$ cat src/rtl/frame_topk_sorter.sv
// rtl/frame_topk_sorter.sv - per-frame top-K sorter, emits the K largest samples in descending order
module frame_topk_sorter #(
    parameter int DATA_WIDTH = 32,
    parameter int K          = 4,
    parameter int RW         = $clog2(K)
) (
    input  logic                  clk,
    input  logic                  resetn,
    input  logic                  s_valid,
    output logic                  s_ready,
    input  logic [DATA_WIDTH-1:0] s_data,
    input  logic                  s_last,
    output logic                  m_valid,
    input  logic                  m_ready,
    output logic [DATA_WIDTH-1:0] m_data,
    output logic [RW-1:0]         m_rank,
    output logic                  m_last
);

    localparam int CW = $clog2(K + 1);

    localparam logic [0:0] ACCUM = 1'b0;
    localparam logic [0:0] DRAIN = 1'b1;

    logic [0:0]            state;
    logic                  run;
    logic [CW-1:0]         cnt;
    logic [RW-1:0]         rd_idx;
    logic [DATA_WIDTH-1:0] bank [K];

    logic [CW-1:0]         ins_pos;
    logic [CW-1:0]         cnt_next;
    logic [DATA_WIDTH-1:0] bank_ins [K];
    logic                  s_fire;
    logic                  m_fire;
    logic                  drain;

    // run holds s_ready low until the first clock edge after reset release
    assign drain   = (state == DRAIN);
    assign s_ready = run && !drain;
    assign m_valid = drain;
    assign s_fire  = s_valid && s_ready;
    assign m_fire  = m_valid && m_ready;

    assign m_data = drain ? bank[rd_idx] : '0;
    assign m_rank = drain ? rd_idx : '0;
    assign m_last = drain && (CW'(rd_idx) == (cnt - CW'(1)));

    assign cnt_next = (cnt == CW'(K)) ? cnt : (cnt + CW'(1));

    // Insert position: equal values land below existing entries, keeping arrival order among ties
    always_comb begin
        ins_pos = '0;
        for (int i = 0; i < K; i++) begin
            if ((CW'(i) < cnt) && (bank[i] >= s_data)) begin
                ins_pos = ins_pos + CW'(1);
            end
        end
    end

    always_comb begin
        bank_ins[0] = (ins_pos == '0) ? s_data : bank[0];
        for (int i = 1; i < K; i++) begin
            if (CW'(i) < ins_pos) begin
                bank_ins[i] = bank[i];
            end else if (CW'(i) == ins_pos) begin
                bank_ins[i] = s_data;
            end else begin
                bank_ins[i] = bank[i-1];
            end
        end
    end

    always_ff @(posedge clk or negedge resetn) begin
        if (!resetn) begin
            state  <= ACCUM;
            run    <= 1'b0;
            cnt    <= '0;
            rd_idx <= '0;
            for (int i = 0; i < K; i++) begin
                bank[i] <= '0;
            end
        end else begin
            run <= 1'b1;
            case (state)
                ACCUM: begin
                    if (s_fire) begin
                        for (int i = 0; i < K; i++) begin
                            bank[i] <= bank_ins[i];
                        end
                        cnt <= cnt_next;
                        if (s_last) begin
                            state  <= DRAIN;
                            rd_idx <= '0;
                        end
                    end
                end
                DRAIN: begin
                    if (m_fire) begin
                        if (m_last) begin
                            state  <= ACCUM;
                            cnt    <= '0;
                            rd_idx <= '0;
                            for (int i = 0; i < K; i++) begin
                                bank[i] <= '0;
                            end
                        end else begin
                            rd_idx <= rd_idx + RW'(1);
                        end
                    end
                end
                default: state <= ACCUM;
            endcase
        end
    end

endmodule

$ cat config.mk
export PLATFORM = sky130hd
export DESIGN_NAME = frame_topk_sorter
export DESIGN_NICKNAME = d
export VERILOG_FILES = /design/src/rtl/frame_topk_sorter.sv
export SDC_FILE = /design/constraint.sdc
export NUM_CORES = 1
export LEC_CHECK = 0
export ABC_AREA = 1
export CAP_MARGIN = 20
export CORE_MARGIN = 2
export CORE_UTILIZATION = 55
export DETAILED_ROUTE_END_ITERATION = 10
export PLACE_DENSITY = 0.72
export SYNTH_ARGS = -nofsm -noshare
export SYNTH_HDL_FRONTEND = slang
export SYNTH_SLANG_ARGS = --single-unit
$ cat constraint.sdc
create_clock -name clk -period 7.7 [get_ports clk]
set_input_delay 1.155 -clock clk [delete_from_list [all_inputs] [get_ports clk]]
set_output_delay 1.155 -clock clk [all_outputs]
set_load 0.01 [all_outputs]
==> results.md, run 1 <==
- Worst slew margin: 30.76%
- Layout cells sized above 1: 4.928%
- CP required: 8030 ps
- Proportion of synthesized chip area in sequential cells: a little under a third
- Antenna cells: 0
- Total Wirelength: 35150 um
- Gate power share: 58.0%
- Pins Over Slew Limit: 0
- Net load switching power: 2.656 mW
- Clock-pin slew on the worst setup and hold paths: 70 ps
- Fill cells: 1803
- Area share of the largest cell type after synthesis: 30.62%
- Capturing point of the worst reg2reg path: bank[37]
- Num CTS Buffers: 17
- Hold path start: bank[9]
- Largest net degree at the start of global routing: 94
- Fmax: 0.1522 GHz
- Post-CTS Setup Inserts: 0
- Critical path's top delay family: simple AND/OR/NAND/NOR gates
- Io pins: 74
- Arr. time, crit path: 6900 ps
- Via count: 11303
- Post-synthesis register bit count: about 140
- Internal: 2.685 mW
- Leak Pwr: 6.571 nW
- Average wire per standard cell: 18.81 um
- Measured slew at the worst slew-check pin: 1037 ps
- Sw Ratio: 49.73%
- Multiplexer area fraction after synthesis: 0%
- Post-layout worst setup margin: 1128 ps
- Final min period: 6572 ps
- Placed instance count: 1836
- Total die area: 0.02121 mm2
- Crit-path slowest cell: nand2_2
- CP endpoint kind: flip-flop
- Hold Vio Cnt, Final: 0
- Post-Synth XOR/XNOR Area: less than 1%
- Worst-path fanout max: 36
- Synthesized Nets: 1745
- Rows: 51
- RSZ-0062 raised after global routing: no
- Gr ovfl total: 0
- Final setup TNS: 0 ps
- Maxcap violations: 0
- Filler-free cell count of the finished design: around 1900
- Core area: 0.01959 mm2
- Crit Path Class: primary input to flip-flop
- DP Worst Slack: around 800 ps
- Gp weighted congestion: 0.8814
- R2r worst-path depth: 23
- Gr usage total: approximately a third
- DRC: 0
- DRT iter0 DRCs: approximately 1200
- Die width: between 100 and 150 um
- Cell Area, Synth: about 0.011 mm2
- R2r startpoint: bank[95]
- Hold depth: 2
- Complex-gate fraction of the synthesized area: a little over an eighth
- Worst vdd rail ir drop: 0.0002307 V
- First-pass GRT wire length: around 57000 um
- Main combinational cell family by area after synthesis: simple AND/OR/NAND/NOR gates
- Crit path launch type: primary input
- Status: complete, no violations
- Initial Utilization: 56.33%
- Power share of the clock group: between 10% and 20%
- Reg power frac: 24.6%
- Reg2Reg Setup Slack: 2130 ps
- Post-DP HPWL: 22260 um
- Crit path buf inv count: 4
- Distinct cells, synth: 41
- TritonCTS clock tree: done
- CP max stage delay: 750 ps
- Post-route ant nets: 0
- Clock Skew: approximately 11 ps
- Cts hold-fix bufs: 0
- Hold Worst Slack: 507.9 ps
- # port buffers: 73
- Clk buf depth: 2
- Min-delay worst type: flip-flop to flip-flop
- Clk Latency, worst-skew pair: 450 ps
- Number of global-route vias before repair: about 11000
- Hold Crit Endpoint: bank[9]
- CP dominant cell by count: nand3_1
- Post-cts resize count: 0
- Die Y: 145.6 um
- Mean area per synthesized cell: 7.015 um2
- H-tree levels: 4
- Simple-Gate Fraction of Synth Area: roughly 31%
- Tcrit/Tclk final: between 80 and 90%
- Total power draw: 5.341 mW
- Synth area leader: dfrtp_1
- Area grow syn2layout: 12.45%
- CTS sink count: 135
- Endpoints failing setup: 0
- Vias per std cell: 6.051
- Adder-cell share of the synthesized area: approximately 15%
- Drt first pass iters: 6
- Pwr/cell area: 430.5 mW/mm2
- CTS Root Buffer Type: clkbuf_16
- Top post-synthesis cells by area: dfrtp_1 (31%), ha_1 (15%), nand2_1 (14%), nand3_1 (11%), a21oi_1 (7.4%)
- Synth warn: 0
- Syn Inst Count: 1573
- Nets@finish: roughly 1800
- Initial antenna violation count: 0
## flip-flops by register name, indices dropped and copies added, names as in the netlist
name,cells
bank,128
m_valid,1
rd_idx,2
run,1
cnt,3
## power by group through the flow
stage	clock network [mW]	logic [mW]	registers [mW]
global route	0.965	3.44	1.35
CTS	0.929	3.04	1.30
detailed placement	0	3.02	1.31
floorplan	0	2.17	1.22
finish	0.929	3.10	1.31
global placement	0	2.97	1.31
## layout make-up
cell class | count | area (um2) | area share (%)
well taps | 265 | 331.6 | 2.672
repair buffers | 91 | 867.1 | 6.988
flip-flops and latches | 135 | 3378 | 27.23
clock inverters | 13 | 202.7 | 1.634
clock buffers | 19 | 442.9 | 3.570
inverters | 148 | 556.8 | 4.487
multi-input cells | 1197 | 6629 | 53.42
## cell families (layout without fill, tap and decap cells)
family                     Yosys count  count (layout)
AOI/OAI and AO/OA                  294             294
other                                1               1
and+or+nand+nor                    764             764
xor gates and xnor gates             3               3
buffers and inverters              241             271
adders and majority gates          135             135
DFF                                135             135
## worst max-delay path by stage
stage | endpoint | startpoint | cells past startpoint
2_1_floorplan | bank[76] | s_data[31] | 24
6_report | bank[37] | s_data[31] | 25
3_3_place_gp | bank[48] | s_data[31] | 25
4_1_cts | bank[37] | s_data[31] | 25
3_5_place_dp | bank[49] | s_data[31] | 25
5_1_grt | bank[42] | s_data[31] | 25
## worst min-delay path: cells and delay by family, from the launching register on
family / cells / cell delay (ps)
flip-flops: 1 / 360
AND/OR/NAND/NOR: 2 / 110
## synth_stat cells, drive strengths merged
| master | number |
|---|---|
| nand2 | 426 |
| nand3 | 241 |
| a21oi | 164 |
| inv | 148 |
| dfrtp | 135 |
| ha | 135 |
| o21ai | 116 |
| buf | 67 |
| nand4 | 44 |
| nor2 | 42 |
| clkbuf | 26 |
| o21a | 5 |
| nor3 | 4 |
| o221ai | 3 |
| nand3b | 2 |
| o31ai | 2 |
| or2 | 2 |
| xor2 | 2 |
| a211oi | 1 |
| a21o | 1 |
| and3 | 1 |
| conb | 1 |
| nor4 | 1 |
| nor4b | 1 |
| o211ai | 1 |
| o22ai | 1 |
| xnor2 | 1 |
## layout by cell type, fill, tap and decap left out, types with 3 or more instances in the layout
cell and count:
a21oi_1 163, buf_4 18, bufinv_16 5, clkbuf_16 17, clkdlybuf4s50_1 72, clkinv_2 5, dfrtp_1 135, ha_1 135
inv_1 143, inv_2 4, nand2_1 413, nand2_2 10, nand2_4 3, nand3_1 240, nand4_1 43, nor2_1 36
nor2_2 4, nor3_1 4, o21a_1 5, o21ai_0 87, o21ai_1 29, o221ai_1 3
## per-stage QoR
stage / utilization (%) / cell area [um2]
after floorplan: - / 11030
after global placement: 60.04 / 11760
after detailed placement: 60.04 / 11760
after CTS: 63.34 / 12410
after global routing: 63.34 / 12410
final: 63.34 / 12410
## metal layers
layer	wire, um	GRT usage (%)	up-vias
met2	15950	53.20	599
li1	-	-	5342
met3	3257	5.643	66
met1	15050	45.83	5296
met4	885	11.86	0
met5	0	0	-
(Power assumes the default switching activity.)
==> inputs of run 2 (changes only) <==
--- a/config.mk
+++ b/config.mk
@@ -8,9 +8,9 @@
 export ABC_AREA = 1
 export CAP_MARGIN = 20
 export CORE_MARGIN = 2
-export CORE_UTILIZATION = 55
+export CORE_UTILIZATION = 30
 export DETAILED_ROUTE_END_ITERATION = 10
-export PLACE_DENSITY = 0.72
+export PLACE_DENSITY = 0.43
 export SYNTH_ARGS = -nofsm -noshare
 export SYNTH_HDL_FRONTEND = slang
 export SYNTH_SLANG_ARGS = --single-unit
==> results.md, run 2 (synthesis results as in run 1) <==
- Drt first pass iters: 7
- Fill cells: just under 4000
- Capturing point of the worst reg2reg path: bank[63]
- Pins Over Slew Limit: 0
- Via count: 10934
- Largest registers: bank (128), cnt (3), rd_idx (2)
- Area grow syn2layout: 15.21%
- Nets@finish: 1764
- Fmax: roughly 0.15 GHz
- Post-DP HPWL: 27790 um
- CP required: 8030 ps
- Average wire per standard cell: 20.33 um
- Gr ovfl total: 0
- Layout cells sized above 1: 5.109%
- Rows: 70
- Leak Pwr: roughly 6.6 nW
- Reg with most FFs: bank
- Num CTS Buffers: 17
- Post-route ant nets: 0
- Crit path launch type: primary input
- Total die area: between 0.03 and 0.04 mm2
- Clk Latency, worst-skew pair: between 400 and 500 ps
- CTS Root Buffer Type: clkbuf_16
- Final min period: 6704 ps
- Clock Skew: between 15 and 20 ps
- H-tree levels: 4
- CTS sink count: 135
- CP endpoint kind: flip-flop
- Reg2Reg Setup Slack: ~2000 ps
- Worst-path fanout max: 36
- Die Y: just under 200 um
- Fin area: 0.01271 mm2
- Vias per std cell: 5.274
- Final setup TNS: 0 ps
- Antenna cells: 0
- CP Launch Point: s_data[31]
- Tcrit/Tclk final: between 80% and 90%
- Min-delay worst type: flip-flop to flip-flop
- Arr. time, crit path: 7040 ps
- Hold Vio Cnt, Final: 0
- TritonCTS clock tree: done
- Post-cts resize count: 0
- Worst setup endpoint: bank[63]
- Core area: 0.03643 mm2
- Endpoints failing setup: 0
- Post-layout worst setup margin: 995.7 ps
- Crit Path Class: primary input to flip-flop
- Max reg flops: 128
- Worst slew margin: 33.21%
- Post-CTS Setup Inserts: 0
- Commonest non-fill, non-tap cell in the layout: nand2_1
- Worst vdd rail ir drop: 0.0001922 V
- Total Wirelength: ~42000 um
- Most frequent cells in the layout: nand2_1 (413), nand3_1 (240), a21oi_1 (163), inv_1 (143)
- Status: complete, no violations
- Clock-pin slew on the worst setup and hold paths: 70 ps
- Number of global-route vias before repair: 10710
- # port buffers: 73
- Initial antenna violation count: 0
- Pwr/cell area: 431.5 mW/mm2
- Io pins: 74
- Area post-placement: 0.01205 mm2
- Maxcap violations: 0
- Gr usage total: 22.61%
- Total power draw: 5.486 mW
- Largest net degree at the start of global routing: between 70 and 80
- Initial Utilization: 30.29%
- Die width: a little under 200 um
- Cts hold-fix bufs: 0
- DRC: 0
- R2r worst-path depth: 23
- Gp weighted congestion: 0.8333
- Hold Worst Slack: 507.4 ps
- First-pass GRT wire length: about 66000 um
- Clk buf depth: 2
- RSZ-0062 raised after global routing: no
- DP Worst Slack: 522.8 ps
- DRT iter0 DRCs: roughly 910
- Measured slew at the worst slew-check pin: approximately 1000 ps
- R2r startpoint: bank[95]
[run 2: worst max-delay path, stage by stage]
cell and delay, ps:
clkdlybuf4s50_1 560, inv_1 140, ha_1 320, nand2_1 90, inv_1 60, nand3_1 90, nor3_1 390, nor4b_1 680
nand4_1 220, nand3_1 140, nand3_1 100, inv_1 70, ha_1 250, nand3b_1 190, nand2_1 110, ha_1 170
nand3_1 80, nand2_1 190, nand2_4 350, nand2_4 230, nand2_2 60, nand2_2 460, nand2_2 620, nand3_1 230
nand2_1 70
[run 2: how the worst min path moves through the flow]
stage | to | startpoint | slack (ps) | cells past startpoint
final | bank[9] | bank[9] | 510 | 2
after global routing | bank[29] | bank[29] | 530 | 2
after CTS | bank[9] | bank[9] | 510 | 2
after detailed placement | bank[28] | bank[28] | 500 | 2
after global placement | bank[9] | bank[9] | 490 | 2
after floorplan | bank[0] | bank[0] | 470 | 2
[run 2: metrics by stage]
stage	cells	util, %
global placement	2041	33.08
floorplan	1573	-
global route	2073	34.89
detailed placement	2041	33.08
CTS	2073	34.89
finish	2073	34.89
[run 2: power by group]
group	internal (mW)	total (mW)	leakage (nW)	switching [mW]
Combinational	1.08	3.17	4.50	2.08
Clock	0.587	0.964	0.314	0.377
Sequential	1.03	1.36	1.77	0.330
[run 2: layer usage]
metal	vias up	global-route usage [%]	part of all wire, %
li1	5339	-	-
met1	5280	32.67	50
met2	286	35.58	44
met3	29	3.043	4.2
met4	0	5.668	1.5
met5	-	0	0
[run 2: area by class of cell]
| class | count | area (um2) | share of cell area (%) |
|---|---|---|---|
| Sequential cell | 135 | 3378 | 26.57 |
| Clock inverter | 14 | 221.5 | 1.742 |
| Inverter | 148 | 556.8 | 4.380 |
| Multi-Input combinational cell | 1197 | 6636 | 52.20 |
| Clock buffer | 18 | 439.2 | 3.455 |
| Tap cell | 468 | 585.6 | 4.606 |
| Timing Repair Buffer | 93 | 894.6 | 7.037 |
